$ cat src/rtl/frame_pkg.sv
// Shared constants and FSM state type for the frame capture path.
// The frame size here is the VGA default; the writer can be resized through its parameters.
package frame_pkg;
  localparam int VGA_WIDTH    = 640;
  localparam int VGA_HEIGHT   = 480;
  localparam int FRAME_PIXELS = 307200;
  localparam int ADDR_W       = 19;
  localparam int PIX_W        = 4;

  typedef enum logic [1:0] {
    ST_IDLE     = 2'd0,
    ST_WAIT_SOF = 2'd1,
    ST_WRITE    = 2'd2,
    ST_READY    = 2'd3
  } state_e;
endpackage

$ cat src/rtl/edge_detect.sv
// Rising-edge detector: rise is high for the cycle in which sig_in is high
// and its registered copy from the previous cycle is still low.
module edge_detect (
  input  logic clk,
  input  logic rst_n,
  input  logic sig_in,
  output logic rise
);
  logic in_q;
  logic in_d;

  always_comb begin
    in_d = sig_in;
  end

  always_ff @(posedge clk) begin
    if (!rst_n) begin
      in_q <= 1'b0;
    end else begin
      in_q <= in_d;
    end
  end

  assign rise = sig_in && !in_q;
endmodule

$ cat src/rtl/frame_bram_writer.sv
// Captures one raster-order frame from a pixel stream into a BRAM on request and
// holds it until the consumer's done flag rises.
module frame_bram_writer #(
  parameter int IMG_WIDTH  = frame_pkg::VGA_WIDTH,
  parameter int IMG_HEIGHT = frame_pkg::VGA_HEIGHT,
  parameter int PIX_W      = frame_pkg::PIX_W
) (
  input  logic                          clk,
  input  logic                          rst_n,
  input  logic                          capture_req,
  input  logic                          pix_valid,
  input  logic                          pix_sof,
  input  logic [PIX_W-1:0]              pix_data,
  input  logic                          max_ready,
  output logic                          bram_we,
  output logic [frame_pkg::ADDR_W-1:0]  bram_write_address,
  output logic [PIX_W-1:0]              bram_wdata,
  output logic                          static_bram_rdy,
  output logic                          busy,
  output logic                          frame_error
);
  import frame_pkg::*;

  localparam int                FRAME_SIZE = IMG_WIDTH * IMG_HEIGHT;
  localparam logic [ADDR_W-1:0] LAST_ADDR  = ADDR_W'(FRAME_SIZE - 1);

  state_e              state_q, state_d;
  logic [ADDR_W-1:0]   cnt_q, cnt_d;
  logic [ADDR_W-1:0]   addr_q, addr_d;
  logic [ADDR_W-1:0]   wr_addr;
  logic [PIX_W-1:0]    wdata_q, wdata_d;
  logic                we_q, we_d;
  logic                err_q, err_d;
  logic                max_rise;

  edge_detect u_max_edge (
    .clk    (clk),
    .rst_n  (rst_n),
    .sig_in (max_ready),
    .rise   (max_rise)
  );

  always_comb begin
    state_d = state_q;
    cnt_d   = cnt_q;
    addr_d  = addr_q;
    wdata_d = wdata_q;
    we_d    = 1'b0;
    err_d   = 1'b0;
    // A start-of-frame pixel always restarts the raster at address 0.
    wr_addr = pix_sof ? '0 : cnt_q;
    case (state_q)
      ST_IDLE: begin
        if (capture_req) begin
          state_d = ST_WAIT_SOF;
        end
      end
      ST_WAIT_SOF, ST_WRITE: begin
        if (pix_valid && (pix_sof || (state_q == ST_WRITE))) begin
          we_d    = 1'b1;
          addr_d  = wr_addr;
          wdata_d = pix_data;
          err_d   = pix_sof && (state_q == ST_WRITE) && (cnt_q != '0);
          if (wr_addr == LAST_ADDR) begin
            state_d = ST_READY;
            cnt_d   = '0;
          end else begin
            state_d = ST_WRITE;
            cnt_d   = wr_addr + 1'b1;
          end
        end
      end
      ST_READY: begin
        if (max_rise) begin
          state_d = ST_IDLE;
        end
      end
      default: begin
        state_d = ST_IDLE;
      end
    endcase
  end

  always_ff @(posedge clk) begin
    if (!rst_n) begin
      state_q <= ST_IDLE;
      cnt_q   <= '0;
      addr_q  <= '0;
      wdata_q <= '0;
      we_q    <= 1'b0;
      err_q   <= 1'b0;
    end else begin
      state_q <= state_d;
      cnt_q   <= cnt_d;
      addr_q  <= addr_d;
      wdata_q <= wdata_d;
      we_q    <= we_d;
      err_q   <= err_d;
    end
  end

  assign bram_we            = we_q;
  assign bram_write_address = addr_q;
  assign bram_wdata         = wdata_q;
  assign frame_error        = err_q;
  assign static_bram_rdy    = (state_q == ST_READY);
  assign busy               = (state_q == ST_WAIT_SOF) || (state_q == ST_WRITE);
endmodule
$ cat config.mk
export PLATFORM = sky130hd
export DESIGN_NAME = frame_bram_writer
export DESIGN_NICKNAME = d
export VERILOG_FILES = /design/src/rtl/frame_pkg.sv /design/src/rtl/edge_detect.sv /design/src/rtl/frame_bram_writer.sv
export SDC_FILE = /design/constraint.sdc
export NUM_CORES = 1
export LEC_CHECK = 0
export ABC_AREA = 1
export BUFFER_PORTS_ARGS = -buffer_cell sky130_fd_sc_hd__clkbuf_2
export CAP_MARGIN = 10
export CORE_MARGIN = 8
export CORE_UTILIZATION = 41
export CTS_CLUSTER_DIAMETER = 100
export DETAILED_ROUTE_END_ITERATION = 12
export PLACE_DENSITY = 0.71
export SLEW_MARGIN = 10
export SYNTH_ARGS = -nofsm -noshare
export SYNTH_HDL_FRONTEND = slang
export SYNTH_HIERARCHICAL = 1
export SYNTH_SLANG_ARGS = --single-unit
$ cat constraint.sdc
create_clock -name clk -period 2.2 [get_ports clk]
set_input_delay 0.22 -clock clk [delete_from_list [all_inputs] [get_ports clk]]
set_output_delay 0.22 -clock clk [all_outputs]
set_load 0.01 [all_outputs]
==> flow_metrics.env, run 1 <==
export IMPL_power_density_mw_per_mm2=832
export IMPL_power_switching_mw=0.814
export IMPL_grt_max_degree=44
export IMPL_clock_path_buffers=2
export IMPL_pwr_share_clk=0.269
export IMPL_drive_gt1_frac=0.261
export IMPL_grt_pass1_vias=2307
export IMPL_io_pins=37
export IMPL_drc=0
export IMPL_multi_input_area_mm2=0.00134
export IMPL_start_util=0.422
export IMPL_critPathLaunchType="register"
export IMPL_wl_mm=6.18
export IMPL_ant_nets=0
export IMPL_netlist_area_mm2=0.00250
export IMPL_die_x_um=94.1
export IMPL_grt_overflow=0
export IMPL_drt_iter0_drc=190
export IMPL_yosys_area_top_type="dfxtp_1"
export IMPL_relSlewSlack=0.696
export IMPL_worstSetupEndpointType="register"
export IMPL_antenna_found_initial=0
export IMPL_area_growth_pct=14.0
export IMPL_grt_pass1_wl_mm=10.6
export IMPL_p_leak_nw=1.13
export IMPL_setup_violations=0
export IMPL_min_period_over_period=0.828
export IMPL_cp_startpoint="cnt_q[1]"
export IMPL_cp_arrival_ns=2.00
export IMPL_cts_sinks=47
export IMPL_period_needed_ns=1.82
export IMPL_drtPass1Iterations=4
export IMPL_rows=28
export IMPL_cts_resized=0
export IMPL_finalClockSkew_ns=0.00710
export IMPL_portBuffers=36
export IMPL_htreeDepth=2
export IMPL_core_area_mm2=0.00592
export IMPL_stdcell_count=455
export IMPL_synth_cells=344
export IMPL_r2r_slack_ns=0.38
export IMPL_drv_slew=0
export IMPL_seqPwrFrac=0.437
export IMPL_rsz0062_at_grt="false"
export IMPL_outcome="complete, no violations"
export IMPL_cts_hold_buf=0
export IMPL_crit_type="reg2reg"
export IMPL_ir_drop_uv=394
export IMPL_yosysSeqAreaShare=0.376
export IMPL_num_antenna_cells=0
export IMPL_syn_avg_cell_area_um2=7.27
export IMPL_hold_viol_final=0
export IMPL_fmax_ghz=0.549
export IMPL_maxCapViolations=0
export IMPL_hold_class="in2reg"
export IMPL_clkLatencyLatePin_ns=0.31
export IMPL_p_int_mw=1.56
export IMPL_r2r_end="cnt_q[9]"
export IMPL_cp_max_fo=11
export IMPL_cts_post_setup_buffers_inserted=0
export IMPL_dieArea_mm2=0.00886
export IMPL_swShare=0.343
export IMPL_synth_fp_nets=358
export IMPL_fillers=581
export IMPL_routabilityCongestion=0.899
export IMPL_post_drt_via_cell_ratio=5.14
export IMPL_power_frac_comb=0.295
export IMPL_cts_root_buf="clkbuf_8"
export IMPL_vias=2339
export IMPL_wl_per_cell_um=13.6
export IMPL_regArea_um2=941
export IMPL_design_area_mm2=0.00285
export IMPL_tightestPinTransition_ns=0.455
export IMPL_hpwl_mm=4.50
export IMPL_required_ns=2.38
export IMPL_cts_tree="done"
export IMPL_nNetsFinal=393
export IMPL_synth_top_area_share=0.376
export IMPL_finalSetupTns_ns=0
export IMPL_timing_rr_start="cnt_q[1]"
export IMPL_r2r_cells=10
export IMPL_dpl_cell_area_mm2=0.00274
export IMPL_cts_clk_slew_worst_paths_ns=0.09
export IMPL_numCtsBuffers=5
export IMPL_ys_types=37
export IMPL_setup_worst_path_end="cnt_q[9]"
export IMPL_track_usage=0.148
export IMPL_yosysWarningCount=6
export IMPL_fp_dieH_um=94.1
export IMPL_synth_area_leaders="dfxtp_1, nand2_1, nor2_1"
export IMPL_dp_cells=447
export IMPL_synth_ff_latch_count=47
[per-stage QoR]
stage	worst slack, ns	utilization	hold slack [ns]	total power [mW]
floorplan	0.541	-	0.313	1.53
global placement	0.409	0.463	0.416	1.75
detailed placement	0.327	0.463	0.423	1.76
CTS	0.381	0.482	0.106	2.39
global route	0.120	0.482	0.112	2.54
finish	0.379	0.482	0.103	2.37
[state kept, by name, indices dropped and copies added (netlist names)]
name,count
bram_wdata,4
bram_we,1
state_q,2
bram_write_address,19
frame_error,1
u_max_edge/in_q,1
cnt_q,19
[cells by family (layout without fill, tap and decap cells)]
logic type | Yosys count | after routing | share of synthesized area
adder cells (fa/ha/maj) | 4 | 4 | 0.0200
AND/OR/NAND/NOR | 174 | 174 | 0.357
XOR/XNOR | 3 | 3 | 0.0105
flip-flops | 47 | 47 | 0.376
buffers and inverters | 50 | 86 | 0.0875
AO/OA/AOI/OAI | 66 | 66 | 0.149
[final cells by class]
cell class | instances | area share
Clock buffer | 5 | 0.0241
Clock inverter | 3 | 0.0154
Inverter | 36 | 0.0483
Multi-Input combinational cell | 247 | 0.470
Sequential cell | 47 | 0.330
Tap cell | 75 | 0.0329
Timing Repair Buffer | 42 | 0.0790
[worst max-delay path: stages, from the launching register on]
cell and delay [ns]:
dfxtp_1 0.40, inv_1 0.05, nor2_1 0.15, ha_1 0.22, nand3_2 0.14, nor2_4 0.17
nand3_2 0.14, nor2_4 0.15, nor2_4 0.11, o21ai_1 0.10, a21oi_1 0.07
[synth_stat cells (all sizes together)]
cell type / n
nand4: 2
nand3b: 2
xor2: 1
buf: 9
nor4: 4
nor3: 3
a21oi: 36
ha: 4
o22ai: 2
a22oi: 1
xnor2: 2
o21bai: 2
o21ai: 24
nor2: 56
dfxtp: 47
inv: 36
clkbuf: 5
or2: 2
nand2: 73
nand3: 32
a211oi: 1
[power by group through the flow]
stage	sequential (mW)	combinational (mW)	clock [mW]
3_3_place_gp	1.05	0.701	0
6_report	1.04	0.699	0.637
5_1_grt	1.05	0.790	0.694
2_1_floorplan	1.10	0.432	0
4_1_cts	1.04	0.711	0.645
3_5_place_dp	1.06	0.708	0
[cells in the final DEF (no fill, tap or decap), drive strengths merged]
cell and n:
a211oi 1, a21oi 36, a22oi 1, buf 6, bufinv 1, clkbuf 41, clkinv 2, dfxtp 47
ha 4, inv 36, nand2 73, nand3 32, nand3b 2, nand4 2, nor2 56, nor3 3
nor4 4, o21ai 24, o21bai 2, o22ai 2, or2 2, xnor2 2, xor2 1
[per-layer routing]
| layer | GRT usage | vias to the layer above | part of all wire |
|---|---|---|---|
| met3 | 0.0312 | 9 | 0.049 |
| met5 | 0 | - | 0 |
| met1 | 0.168 | 1097 | 0.42 |
| li1 | - | 1188 | - |
| met4 | 0.0687 | 0 | 0.020 |
| met2 | 0.257 | 45 | 0.51 |
[worst min-delay path by stage]
stage | slack, ns | start | cells after the start | to
global route | 0.11 | max_ready | 3 | u_max_edge/in_q
finish | 0.10 | max_ready | 3 | u_max_edge/in_q
floorplan | 0.31 | max_ready | 2 | u_max_edge/in_q
detailed placement | 0.42 | max_ready | 3 | u_max_edge/in_q
CTS | 0.11 | max_ready | 3 | u_max_edge/in_q
global placement | 0.42 | max_ready | 3 | u_max_edge/in_q
No activity file was read; power rests on OpenSTA's default activity.
==> inputs of run 2 (changes only) <==
--- a/config.mk
+++ b/config.mk
@@ -5,7 +5,7 @@
 export SDC_FILE = /design/constraint.sdc
 export NUM_CORES = 1
 export LEC_CHECK = 0
-export ABC_AREA = 1
+export ABC_AREA = 0
 export BUFFER_PORTS_ARGS = -buffer_cell sky130_fd_sc_hd__clkbuf_2
 export CAP_MARGIN = 10
 export CORE_MARGIN = 8
==> constraint.sdc (replaced) <==
create_clock -name clk -period 1.8 [get_ports clk]
set_input_delay 0.18 -clock clk [delete_from_list [all_inputs] [get_ports clk]]
set_output_delay 0.18 -clock clk [all_outputs]
set_load 0.01 [all_outputs]
==> flow_metrics.env, run 2 <==
export IMPL_synth_top_area_share=0.413
export IMPL_total_power_mw=2.03
export IMPL_required_ns=2.05
export IMPL_wl_mm=6.35
export IMPL_r2r_slack_ns=-0.05
export IMPL_outcome="complete, but fails checks"
export IMPL_cp_arrival_ns=2.09
export IMPL_final_cell_mix="nand2_1, buf_4, dfxtp_1"
export IMPL_post_drt_via_cell_ratio=5.48
export IMPL_ys_async_sr_fraction=0
export IMPL_grt_use_met1=0.184
export IMPL_grt_busiest_layer="met2"
export IMPL_fp_dieH_um=90.5
export IMPL_rows=27
export IMPL_hold_viol_final=0
export IMPL_grt_pass1_vias=2351
export IMPL_finalClockSkew_ns=0.00747
export IMPL_ir_drop_uv=467
export IMPL_core_area_mm2=0.00544
export IMPL_numCtsBuffers=5
export IMPL_dp_cells=427
export IMPL_setup_violations=2
export IMPL_drc=0
export IMPL_period_needed_ns=1.85
export IMPL_cts_root_buf="clkbuf_8"
export IMPL_timing_rr_start="cnt_q[1]"
export IMPL_routabilityCongestion=0.929
export IMPL_nNetsFinal=384
export IMPL_hold_class="in2reg"
export IMPL_synth_area_leaders="dfxtp_1, nand2_1, a21oi_1"
export IMPL_io_pins=37
export IMPL_synth_edf_count=0
export IMPL_power_density_mw_per_mm2=661
export IMPL_drive_gt1_frac=0.332
export IMPL_r2r_end="cnt_q[12]"
export IMPL_grt_overflow=0
export IMPL_track_usage=0.156
export IMPL_synth_ff_latch_count=47
export IMPL_fin_ws_ns=-0.0465
export IMPL_cpMaxStageDelayCell="or4_4"
export IMPL_final_common_cell="nand2_1"
export IMPL_netlist_area_mm2=0.00228
export IMPL_p_leak_nw=1.24
export IMPL_grt_max_degree=26
export IMPL_hold_slack_ns=0.0838
export IMPL_worstSetupEndpointType="register"
export IMPL_r2r_cells=7
export IMPL_cp_max_fo=3
export IMPL_grt_util_met3=0.0474
export IMPL_holdPathEnd="bram_wdata[0]"
export IMPL_drt_iter0_drc=216
export IMPL_yosysSeqAreaShare=0.413
export IMPL_fin_util=0.566
export IMPL_tightestPinTransition_ns=0.539
export IMPL_hold_start="pix_data[0]"
export IMPL_relSlewSlack=0.640
export IMPL_cts_sinks=47
export IMPL_met2_usage=0.262
export IMPL_hpwl_mm=4.57
export IMPL_cts_hold_buf=0
export IMPL_cts_clk_slew_worst_paths_ns=0.09
export IMPL_drtPass1Iterations=4
export IMPL_rsz0062_at_grt="true"
export IMPL_synth_fp_nets=309
export IMPL_yosysMostFrequentCell="nand2_1"
export IMPL_design_area_mm2=0.00308
export IMPL_hold_depth=3
export IMPL_antenna_found_initial=0
export IMPL_dpl_cell_area_mm2=0.00286
export IMPL_vias=2429
export IMPL_htreeDepth=2
export IMPL_clkLatencyLatePin_ns=0.31
export IMPL_place_ws_ns=-0.106
export IMPL_clock_path_buffers=2
export IMPL_syn_avg_cell_area_um2=7.72
export IMPL_synthFlopType="dfxtp_1"
export IMPL_die_x_um=90.5
export IMPL_ant_nets=0
export IMPL_fmax_ghz=0.542
export IMPL_drv_slew=0
export IMPL_maxCapViolations=0
export IMPL_area_growth_pct=35.1
export IMPL_yosysWarningCount=6
export IMPL_finalSetupTns_ns=-0.0854
export IMPL_critPathLaunchType="register"
export IMPL_crit_chain="nor2b_4 > ha_4 > nand4_1 > or4_4 > nor3_1 > nand2_1 > a21oi_1"
export IMPL_stdcell_count=443
export IMPL_crit_type="reg2reg"
export IMPL_yosys_area_top_type="dfxtp_1"
export IMPL_violations="negative setup slack"
export IMPL_ys_types=38
export IMPL_worst_path_largest_cell_delay_ns=0.58
export IMPL_wl_per_cell_um=14.3
export IMPL_dieArea_mm2=0.00820
export IMPL_start_util=0.419
export IMPL_grt_pass1_wl_mm=10.8
export IMPL_min_period_over_period=1.03
export IMPL_num_antenna_cells=0
export IMPL_synthTopCellsByCount="nand2_1, dfxtp_1, a21oi_1"
export IMPL_portBuffers=36
export IMPL_synth_cells=295
export IMPL_cts_tree="done"
## run 2: report_power, final
part | switching (mW) | total (mW) | internal [mW]
logic | 0.181 | 0.330 | 0.149
clock network | 0.363 | 0.633 | 0.270
registers | 0.0127 | 1.07 | 1.06
## run 2: routing by layer
layer / vias up / share of wire
met4: 0 / 0.011
met2: 83 / 0.49
met5: - / 0
met3: 6 / 0.063
li1: 1201 / -
met1: 1139 / 0.43
## run 2: cell families (layout without fill, tap and decap cells)
family	after synthesis	in the layout	synth area share
AOI/OAI and AO/OA	61	61	0.155
DFF	47	47	0.413
buffers and inverters	32	108	0.0549
and+or+nand+nor	150	150	0.351
muxes	1	1	0.00439
adders and majority gates	4	4	0.0220
## run 2: cell type report
| type | instances | area [um^2] |
|---|---|---|
| fill | 506 | 2360 |
| multi-input combinational | 216 | 1300 |
| sequential | 47 | 946 |
| timing repair buffer | 93 | 632 |
| tap | 72 | 90.1 |
| clock buffer | 5 | 68.8 |
| inverter | 7 | 26.3 |
| clock inverter | 3 | 20.0 |
## run 2: worst max-delay path: cells and delay by family, from the launching register on
family | cells | cell delay, ns
simple gates | 5 | 1.16
flops | 1 | 0.33
fa+ha+maj | 1 | 0.16
compound gates | 1 | 0.14
## run 2: timing repair
action | 4_1_cts | 5_1_grt
hold endpoints to repair | 0 | 0
buffers inserted | 1 | 7
gates cloned | 0 | 1
gates resized for setup | 1 | 17
pin swaps | 4 | 9
endpoints found under the setup margin | 6 | 29
## run 2: worst max-delay path by stage
| stage | from | end | slack, ns | cells past startpoint |
|---|---|---|---|---|
| 3_3_place_gp | pix_sof | cnt_q[14] | -0.08 | 9 |
| 5_1_grt | cnt_q[1] | cnt_q[14] | -0.10 | 7 |
| 4_1_cts | cnt_q[1] | cnt_q[14] | -0.01 | 7 |
| 3_5_place_dp | pix_sof | cnt_q[14] | -0.11 | 9 |
| 6_report | cnt_q[1] | cnt_q[12] | -0.05 | 7 |
| 2_1_floorplan | cnt_q[1] | cnt_q[14] | -0.01 | 7 |
==> inputs of run 3 (changes only) <==
==> constraint.sdc (replaced) <==
create_clock -name clk -period 2.3 [get_ports clk]
set_input_delay 0.23 -clock clk [delete_from_list [all_inputs] [get_ports clk]]
set_output_delay 0.23 -clock clk [all_outputs]
set_load 0.01 [all_outputs]
==> flow_metrics.env, run 3 (synthesis results as in run 2) <==
export IMPL_rows=27
export IMPL_grt_overflow=0
export IMPL_io_pins=37
export IMPL_power_density_mw_per_mm2=648
export IMPL_r2r_slack_ns=0.15
export IMPL_drtPass1Iterations=4
export IMPL_cp_max_fo=6
export IMPL_cts_tree="done"
export IMPL_antenna_found_initial=0
export IMPL_hold_slack_ns=0.144
export IMPL_cp_arrival_ns=2.33
export IMPL_grt_pass1_vias=2137
export IMPL_dieArea_mm2=0.00820
export IMPL_fin_ws_ns=0.154
export IMPL_r2r_cells=7
export IMPL_hold_start="max_ready"
export IMPL_routabilityCongestion=0.916
export IMPL_htreeDepth=2
export IMPL_die_x_um=90.5
export IMPL_dp_cells=389
export IMPL_final_common_cell="nand2_1"
export IMPL_hold_viol_final=0
export IMPL_cts_root_buf="clkbuf_8"
export IMPL_timing_rr_start="cnt_q[1]"
export IMPL_p_leak_nw=1.00
export IMPL_finalClockSkew_ns=0.00425
export IMPL_fillers=532
export IMPL_cts_clk_slew_worst_paths_ns=0.09
export IMPL_clkLatencyLatePin_ns=0.30
export IMPL_outcome="complete, no violations"
export IMPL_hpwl_mm=4.06
export IMPL_maxCapViolations=0
export IMPL_numCtsBuffers=5
export IMPL_drc=0
export IMPL_grt_max_degree=38
export IMPL_min_period_over_period=0.933
export IMPL_fin_util=0.496
export IMPL_hold_depth=2
export IMPL_hold_class="in2reg"
export IMPL_wl_mm=5.79
export IMPL_stdcell_count=397
export IMPL_total_power_mw=1.75
export IMPL_start_util=0.419
export IMPL_r2r_end="cnt_q[14]"
export IMPL_regArea_um2=941
export IMPL_post_drt_via_cell_ratio=5.53
export IMPL_clock_path_buffers=2
export IMPL_place_ws_ns=0.122
export IMPL_wl_per_cell_um=14.6
export IMPL_multi_input_area_mm2=0.00122
export IMPL_area_growth_pct=18.3
export IMPL_vias=2195
export IMPL_tightestPinTransition_ns=0.916
export IMPL_num_antenna_cells=0
export IMPL_holdPathEnd="u_max_edge/in_q"
export IMPL_grt_pass1_wl_mm=10.0
export IMPL_core_area_mm2=0.00544
export IMPL_crit_type="reg2reg"
export IMPL_final_cell_mix="nand2_1, dfxtp_1, clkbuf_2"
export IMPL_drv_slew=0
export IMPL_drive_gt1_frac=0.185
export IMPL_worstSetupEndpointType="register"
export IMPL_nNetsFinal=338
export IMPL_ir_drop_uv=330
export IMPL_drt_iter0_drc=231
export IMPL_relSlewSlack=0.389
export IMPL_setup_violations=0
export IMPL_fmax_ghz=0.466
export IMPL_fp_dieH_um=90.5
export IMPL_ant_nets=0
export IMPL_track_usage=0.145
export IMPL_cts_sinks=47
export IMPL_required_ns=2.48
export IMPL_critPathLaunchType="register"
export IMPL_portBuffers=36
export IMPL_period_needed_ns=2.15
run 3: area by class of cell:
type / count / share of cell area
sequential: 47 / 0.349
inverter: 7 / 0.00975
multi-input combinational: 216 / 0.452
tap: 72 / 0.0334
clock buffer: 6 / 0.0269
clock inverter: 2 / 0.0223
timing repair buffer: 47 / 0.107
run 3: where the power goes:
part           switching, mW  total (mW)  internal (mW)
Clock                  0.277       0.711          0.434
Combinational          0.124       0.197         0.0732
Sequential           0.00982       0.837          0.827
run 3: layer usage:
layer / share of wire / vias to the layer above / global-route usage
met5: 0 / - / 0
met1: 0.44 / 1007 / 0.169
met3: 0.072 / 9 / 0.0391
met4: 0.016 / 0 / 0.0513
li1: - / 1104 / -
met2: 0.47 / 75 / 0.247
run 3: stage by stage:
| stage | cell area (um^2) | setup TNS, ns |
|---|---|---|
| final | 2700 | 0 |
| after global routing | 2700 | -0.0109 |
| after CTS | 2690 | 0 |
| after detailed placement | 2560 | 0 |
| after global placement | 2560 | 0 |
| after floorplan | 2280 | 0 |
run 3: critical path, stage by stage (launching register included):
cell and delay, ns:
dfxtp_1 0.42, nor2b_2 0.22, ha_2 0.24, nand4_1 0.15, or4_1 0.59, nor2_1 0.15, mux2i_1 0.19, a21oi_1 0.07
run 3: what timing repair did:
item | CTS | global route
resized for setup | 0 | 2
hold buffers | 0 | 0
buffers inserted | 0 | 0
setup endpoints to repair | 0 | 12
run 3: worst max-delay path by stage:
stage                   from         to  slack, ns  cells after the start
floorplan            pix_sof  cnt_q[14]       0.35                      8
global placement     pix_sof   cnt_q[9]       0.18                      9
detailed placement   pix_sof   cnt_q[9]       0.12                      9
CTS                 cnt_q[1]   cnt_q[9]       0.14                      7
global route        cnt_q[1]   cnt_q[9]     -0.007                      7
finish              cnt_q[1]  cnt_q[14]       0.15                      7
